--- config.mk ---
export PLATFORM = sky130hd
export DESIGN_NAME = update_player_arc
export DESIGN_NICKNAME = d
export VERILOG_FILES = /design/src/rtl/update_player_arc.sv
export SDC_FILE = /design/constraint.sdc
export NUM_CORES = 1
export LEC_CHECK = 0
export ABC_CLOCK_PERIOD_IN_PS = 4200
export CAP_MARGIN = 20
export CORE_MARGIN = 4
export CORE_UTILIZATION = 45
export DETAILED_ROUTE_END_ITERATION = 16
export GPL_ROUTABILITY_DRIVEN = 0
export HOLD_SLACK_MARGIN = 0.03
export PLACE_DENSITY = 0.76
export RECOVER_POWER = 25
export SYNTH_ARGS = -nofsm -noshare
export SYNTH_HDL_FRONTEND = slang
export SYNTH_SLANG_ARGS = --single-unit
export TNS_END_PERCENT = 20
--- constraint.sdc ---
create_clock -name clk3 -period 4.2 [get_ports clk3]
set_input_delay 0.63 -clock clk3 [delete_from_list [all_inputs] [get_ports clk3]]
set_output_delay 0.63 -clock clk3 [all_outputs]
set_load 0.02 [all_outputs]
--- src/rtl/update_player_arc.sv ---
// Player/title object updater with a rise/hang/fall jump trajectory, airborne flag and landing pulse.
// Optional crouch pose is compiled in with `define DUCK_EN.
module update_player_arc #(
    parameter int TYPEW       = 4,
    parameter int XW          = 10,
    parameter int YW          = 10,
    parameter int WW          = 8,
    parameter int HW          = 8,
    parameter int PLAYER_TYPE = 1,
    parameter int TITLE_TYPE  = 0,
    parameter int PLAYER_X    = 40,
    parameter int GROUND_Y    = 400,
    parameter int PEAK_Y      = 300,
    parameter int PLAYER_W    = 32,
    parameter int PLAYER_H    = 40,
    parameter int TITLE_X     = 200,
    parameter int TITLE_Y     = 150,
    parameter int TITLE_W     = 240,
    parameter int TITLE_H     = 80,
    parameter int RISE_STEP   = 20,
    parameter int FALL_STEP   = 25,
    parameter int HANG_TICKS  = 3,
    parameter int DUCK_H      = 24
) (
    input  logic                             clk3,
    input  logic                             reset,
    input  logic                             pause,
    input  logic                             start,
    input  logic                             jump,
    input  logic                             duck,
    output logic [TYPEW+XW+YW+WW+HW-1:0]     player,
    output logic                             airborne,
    output logic                             landed
);

    // state  | meaning
    // TITLE  | title screen shown, player parked on the ground
    // RUN    | on the ground, waiting for a jump press
    // RISE   | moving up towards PEAK_Y
    // HANG   | held at the apex for HANG_TICKS ticks
    // FALL   | moving down towards GROUND_Y
    localparam logic [2:0] S_TITLE = 3'd0;
    localparam logic [2:0] S_RUN   = 3'd1;
    localparam logic [2:0] S_RISE  = 3'd2;
    localparam logic [2:0] S_HANG  = 3'd3;
    localparam logic [2:0] S_FALL  = 3'd4;

    localparam int HCW = $clog2(HANG_TICKS + 1);

    logic [2:0]    r_state;
    logic [YW-1:0] r_y;
    logic [HCW-1:0] r_hang_cnt;
    logic          r_jump_q;
    logic          r_landed;

    logic          w_press;
    logic          w_ducking;
    logic [YW:0]   w_rise_gap;
    logic [YW:0]   w_fall_gap;
    logic [YW-1:0] w_y_out;
    logic [HW-1:0] w_h_out;

    assign w_press    = r_jump_q & ~jump;
    assign w_rise_gap = {1'b0, r_y} - (YW+1)'(PEAK_Y);
    assign w_fall_gap = (YW+1)'(GROUND_Y) - {1'b0, r_y};

`ifdef DUCK_EN
    assign w_ducking = duck & (r_state == S_RUN);
`else
    logic w_unused_duck;
    assign w_unused_duck = duck;
    assign w_ducking     = 1'b0;
`endif

    always_ff @(posedge clk3) begin
        if (!reset) begin
            r_state    <= S_TITLE;
            r_y        <= YW'(GROUND_Y);
            r_hang_cnt <= '0;
            r_jump_q   <= 1'b1;
            r_landed   <= 1'b0;
        end else begin
            r_jump_q <= jump;
            r_landed <= 1'b0;
            if (!start) begin
                // Leaving the game aborts any jump in progress.
                r_state    <= S_TITLE;
                r_y        <= YW'(GROUND_Y);
                r_hang_cnt <= '0;
            end else if (!pause) begin
                case (r_state)
                    S_TITLE: r_state <= S_RUN;
                    S_RUN: begin
                        if (w_press && !w_ducking) r_state <= S_RISE;
                    end
                    S_RISE: begin
                        if (w_rise_gap <= (YW+1)'(RISE_STEP)) begin
                            r_y        <= YW'(PEAK_Y);
                            r_state    <= S_HANG;
                            r_hang_cnt <= '0;
                        end else begin
                            r_y <= r_y - YW'(RISE_STEP);
                        end
                    end
                    S_HANG: begin
                        if (r_hang_cnt == HCW'(HANG_TICKS - 1)) begin
                            r_state    <= S_FALL;
                            r_hang_cnt <= '0;
                        end else begin
                            r_hang_cnt <= r_hang_cnt + 1'b1;
                        end
                    end
                    S_FALL: begin
                        if (w_fall_gap <= (YW+1)'(FALL_STEP)) begin
                            r_y      <= YW'(GROUND_Y);
                            r_state  <= S_RUN;
                            r_landed <= 1'b1;
                        end else begin
                            r_y <= r_y + YW'(FALL_STEP);
                        end
                    end
                    default: r_state <= S_TITLE;
                endcase
            end
        end
    end

    always_comb begin
        w_y_out = r_y;
        w_h_out = HW'(PLAYER_H);
        if (w_ducking) begin
            // Shorter sprite keeps its feet on the ground line.
            w_y_out = YW'(GROUND_Y + PLAYER_H - DUCK_H);
            w_h_out = HW'(DUCK_H);
        end
    end

    always_comb begin
        if (r_state == S_TITLE) begin
            player = {HW'(TITLE_H), WW'(TITLE_W), YW'(TITLE_Y), XW'(TITLE_X), TYPEW'(TITLE_TYPE)};
        end else begin
            player = {w_h_out, WW'(PLAYER_W), w_y_out, XW'(PLAYER_X), TYPEW'(PLAYER_TYPE)};
        end
    end

    assign airborne = (r_state == S_RISE) || (r_state == S_HANG) || (r_state == S_FALL);
    assign landed   = r_landed;

endmodule

Yosys cells after proc, flatten, opt, wreduce, memory -nomap -nowiden. Index checks and enable logic that the tools add are counted.

Output and inout port bits: 42. Bits of input ports: 6. Flip-flop bits (word level): 17.

Add/sub/neg operators: 5. Muxes and demuxes: 13. Reduce and logical (&&, ||, !) cells: 10. Bitwise logic cells: 6. Equal/unequal tests: 9. $lt $le $gt $ge: 2.

Operator list (number): 2-to-1 mux 39 bit (1); less-or-equal comparator 11 x 5 -> 1 bit (second input constant) (2); 2-to-1 mux 10 bit (2); case mux 10 bit (2 select lines) (1); case mux 3 bit (5 select lines) (1); 2-to-1 mux 3 bit (4); subtractor 10 x 9 -> 11 bit (second input constant) (1); subtractor 9 x 10 -> 11 bit (first input constant) (1); adder 10 x 5 -> 10 bit (second input constant) (1); subtractor 10 x 5 -> 10 bit (second input constant) (1); != test 2 bit (second input constant) (4); equality test 3 x 2 -> 1 bit (second input constant) (2); inverter 1 bit (5); AND reduction 5 bit (1); 2-to-1 mux 2 bit (2); case mux 2 bit (2 select lines) (1); AND reduction 2 bit (2); nonzero test 2 bit (2); OR reduction 4 bit (1); equality test 3 x 1 -> 1 bit (second input constant) (1); equality test 3 bit (second input constant) (1); logical NOT 3 bit (1); AND reduction 3 bit (1); adder 2 x 1 -> 2 bit (second input constant) (1); 4 further kinds (5).

Longest topological paths before layout.
Depth after elaboration: 4. Depth in mapped cells: 10. Gate-level depth less buffers: 8.

Least setup slack after synthesis. OpenSTA, ideal clock, no wires.

Kind: register to output. Start: register r_state[2]. End: output player[15]. Path slack: 1113 ps. Cell stages (with the launch flop): 5. Arrival time: 2457 ps. Buffers on the path: 1. Cells stage by stage: dfxtp_1 clkbuf_1 nor3_1 inv_1 nand2_1.

Cells in the longest elaborated chain, start to end: 2.

Ends and longest elaborated chain: start: declaration (line 50) `logic [2:0] r_state;`; start signal: assignment (line 77) `r_state <= S_TITLE;`; start signal: assignment (line 87) `r_state <= S_TITLE;`; start signal: assignment (line 92) `S_TITLE: r_state <= S_RUN;`; logical NOT 3 bit (line 139) `if (r_state == S_TITLE) begin`; 2-to-1 mux 39 bit (line 139); end: declaration (line 31) `output logic [TYPEW+XW+YW+WW+HW-1:0] player,`.

Every way passes these cells.

Final worst setup path.
Start: register r_y[2]. End: register r_state[0].

Cells in the longest elaborated chain, start to end: 4.

Ends and longest elaborated chain: start: declaration (line 51) `logic [YW-1:0] r_y;`; start signal: assignment (line 78) `r_y <= YW'(GROUND_Y);`; start signal: assignment (line 88) `r_y <= YW'(GROUND_Y);`; start signal: assignment (line 98) `r_y <= YW'(PEAK_Y);`; subtractor 9 x 10 -> 11 bit or subtractor 10 x 9 -> 11 bit (tied branches) (line 65, 64); less-or-equal comparator 11 x 5 -> 1 bit (on tied branches) (line 114, 97); != test 2 bit (no source line); AND reduction 5 bit (no source line) *; end signal: assignment (line 77); end signal: assignment (line 116) `r_state <= S_RUN;`; end signal: assignment (line 122) `default: r_state <= S_TITLE;`.

Mark *: on every way between the ends. The rest lies on a longest branch, timed or not. A chain may end at the register's enable or synchronous reset.

==> summary.txt <==
Outcome
  – Status: finished clean

Synthesis
  – Library cells used by synthesis: 50
  – Post-Syn Area: 0.001714 mm²
  – Sequential share of the synthesized area: 0.1985
  – EDFF count, synth: 0
  – Post-synthesis register bit count: 17
  – Post-Syn Area per Cell: 7.202 µm²
  – YS warnings: 0
  – Ys async rst share: 0
  – Cells after Synth: 238
  – Top_reg_cell synth: dfxtp_1

Timing
  – Final Hold Viols: 0
  – Worst Skew: 0.001046 ns
  – Slack of the critical path: 1.299 ns
  – Fin crit period: 2.901 ns
  – Setup repair after global routing missed its margin: false
  – Tcrit/Tclk final: 0.6908
  – Slew Limit Fails: 0
  – Setup TNS: 0 ns
  – Final setup viols: 0
  – Worst-Margin Slew: 0.9368 ns
  – FMAX: 344.7 MHz
  – Slew margin rel.: 0.3707

Setup path
  – Startpoint types: register
  – Critical Path RT: 4.39 ns
  – R2r setup slk: 1.30 ns
  – Slowest-stage cell, CP: dfxtp_1
  – Critical-path maximum fanout: 14
  – WS Path Type: reg -> reg
  – Cells on worst reg2reg path: 8
  – Reg-to-reg endpoint: r_state[0]$_SDFFE_PN0P_
  – Max incr delay on CP: 0.63 ns
  – Crit. End Element: register
  – Crit-path cells: inv_1, ha_1, a21boi_1, nand4b_1, a21o_1, a211o_1, or4_1, a21oi_1
  – R2r startpoint: r_y[2]$_SDFFE_PN0P_
  – Arr. time, crit path: 3.09 ns

Run
  – Max Cap Viol: 0

Worst hold path
  – Worst hold path depth: 2
  – Worst min-delay path category: reg -> reg
  – Hold Crit Start: r_hang_cnt[0]$_SDFFE_PN0P_
  – Hold Path End: r_hang_cnt[0]$_SDFFE_PN0P_

Detailed routing
  – WL/cell: 13.43 µm
  – Vias: 1,605
  – Drt via density: 5.534
  – # DRC: 0
  – Iter 0 DRT Violations: 113
  – Post-route ant nets: 0
  – DRT Pass-1 Iters: 4
  – Final WL: 3.894 mm

Final layout
  – Number of fill cells in the layout: 346
  – Fraction of layout cells with a size suffix above 1: 0.04132
  – Layout area overhead: 9.781%
  – Nets: 255
  – Antenna cell count: 0
  – Fin cells: 290

CTS
  – CTS root buffer: clkbuf_8
  – Setup bufs post-CTS: 0
  – Clk_lat worst skew: 0.26 ns
  – H-tree depth: 1
  – Hold buffer count at cts: 0
  – Clk sinks: 17
  – Reg clk slew, reported paths: 0.07 ns
  – Number of buffers created by CTS: 3
  – CTS max path bufs: 2
  – CTS tree: built
  – # resized after CTS: 0

Placement
  – Half-perimeter wire length after detailed placement: 2.769 mm
  – Placement Setup Slack: 1.307 ns
  – Placed cells: 286
  – Number of I/O port buffers: 27

Power and ir drop
  – VDD IR max: 147.5 µV
  – Leakage power: 0.7276 nW
  – Switching Share: 0.2971
  – Overall Power: 0.3539 mW
  – Power Dens Cells: 188.1 mW/mm²
  – Seq pwr share: 0.464
  – Comb pwr share: 0.176
  – Total internal power: 0.2488 mW
  – Clk pwr share: 0.360
  – Net switching power: 0.1051 mW

GRT
  – Largest net degree at the start of global routing: 23
  – GR Util All Layers: 0.1579
  – Initial antenna violation count: 0
  – First-pass GRT wire length: 6.596 mm
  – Vias in the first global route: 1,513
  – Global route overflow: 0

Floorplanning
  – Rows: 22
  – Die Y: 69.72 µm
  – Core box area: 0.003661 mm²
  – Die X: 69.72 µm
  – Starting Density: 0.4682
  – Total die area: 0.004861 mm²
  – I/O pins: 48
==> synthesized netlist by cell type, drive strengths merged, types with 4 or more instances <==
cell type,number,share of area
buf,33,0.14
nand2,19,0.042
dfxtp,17,0.20
nor2,16,0.035
a21oi,15,0.044
clkbuf,12,0.026
nor3,12,0.035
o21ai,11,0.032
inv,9,0.020
nor2b,9,0.033
nand3,7,0.020
a21o,6,0.026
ha,6,0.044
a311oi,4,0.020
nand2b,4,0.015
==> layout make-up <==
type / count / area [µm²] / area share
sequential: 17 / 340.3 / 0.1809
tap: 48 / 60.06 / 0.03191
multi-input combinational: 184 / 1124 / 0.5971
inverter: 9 / 33.78 / 0.01795
clock buffer: 3 / 41.29 / 0.02194
clock inverter: 1 / 5.005 / 0.002660
timing repair buffer: 28 / 277.8 / 0.1476
==> kinds of logic (layout without fill, tap and decap cells) <==
logic type / after synthesis / in the layout / share of synthesized area
fa+ha+maj: 6 / 6 / 0.04379
buf+inv: 54 / 41 / 0.1832
flops: 17 / 17 / 0.1985
compound gates: 68 / 68 / 0.2825
xor+xnor: 4 / 4 / 0.02044
mux: 3 / 3 / 0.01752
other cells: 2 / 19 / 0.004381
simple gates: 84 / 84 / 0.2496
==> layout by cell type (no fill, tap or decap), types with 2 or more instances in the layout <==
cell type and instances:
nand2b_1 4, mux2i_1 3, nand4_1 2, nor3_1 12, a211oi_1 3, o21a_1 2
inv_1 9, o22ai_1 3, o21ai_0 11, a211o_1 3, a21oi_1 15, nor2_1 16
a21o_1 6, xnor2_1 3, clkbuf_8 3, nand4b_1 3, dlygate4sd3_1 10, a311oi_1 4
o31ai_1 2, conb_1 19, o31a_1 2, a2111oi_0 2, nand2_1 19, a21bo_2 2
ha_1 6, clkdlybuf4s50_1 17, dfxtp_1 17, or3_1 3, or4_1 3, a31oi_1 2
nand3_1 7, nor2b_1 9
==> metal layers <==
metal | GRT usage | routed length [µm] | part of all wire | vias to the layer above
met3 | 0.01884 | 151 | 0.039 | 5
li1 | - | - | - | 817
met1 | 0.1941 | 1735 | 0.45 | 743
met4 | 0.05745 | 41 | 0.011 | 0
met5 | 0 | 0 | 0 | -
met2 | 0.2807 | 1966 | 0.50 | 40
==> power groups by stage <==
stage                     registers, mW  logic, mW  clock network [mW]
after floorplan                   0.166     0.0624                   0
after global placement            0.168     0.0638                   0
after detailed placement          0.168     0.0643                   0
after CTS                         0.164     0.0644               0.128
after global routing              0.165     0.0668               0.134
final                             0.164     0.0621               0.127
==> critical path: cells and delay by family (launching register included) <==
kind | cells | cell delay [ns]
DFF | 1 | 0.63
adders and majority gates | 1 | 0.32
buffers and inverters | 1 | 0.25
AOI/OAI and AO/OA | 4 | 0.99
and+or+nand+nor | 2 | 0.64
==> sequential cells by signal (all words and copies together), names as in the netlist <==
| name | cells |
|---|---|
| r_jump_q | 1 |
| r_state | 3 |
| r_hang_cnt | 2 |
| r_y | 10 |
| landed | 1 |
==> worst max path at each step <==
stage / cells past startpoint / start / end / slack (ns)
after floorplan: 4 / r_state[2]$_SDFFE_PN0P_ / player[15] / 1.11
after global placement: 8 / r_y[2]$_SDFFE_PN0P_ / r_state[0]$_SDFFE_PN0P_ / 1.38
after detailed placement: 8 / r_y[2]$_SDFFE_PN0P_ / r_state[0]$_SDFFE_PN0P_ / 1.31
after CTS: 8 / r_y[2]$_SDFFE_PN0P_ / r_state[0]$_SDFFE_PN0P_ / 1.28
after global routing: 8 / r_y[2]$_SDFFE_PN0P_ / r_state[0]$_SDFFE_PN0P_ / 1.08
final: 8 / r_y[2]$_SDFFE_PN0P_ / r_state[0]$_SDFFE_PN0P_ / 1.30
==> stage by stage <==
step / hold WS (ns) / instance area [µm²] / util
2_1_floorplan: 0.5142 / 1778 / -
3_3_place_gp: 0.5470 / 1836 / 0.5014
3_5_place_dp: 0.5506 / 1836 / 0.5014
4_1_cts: 0.5677 / 1882 / 0.5140
5_1_grt: 0.5938 / 1882 / 0.5140
6_report: 0.5672 / 1882 / 0.5140
(Power assumes the default switching activity.)
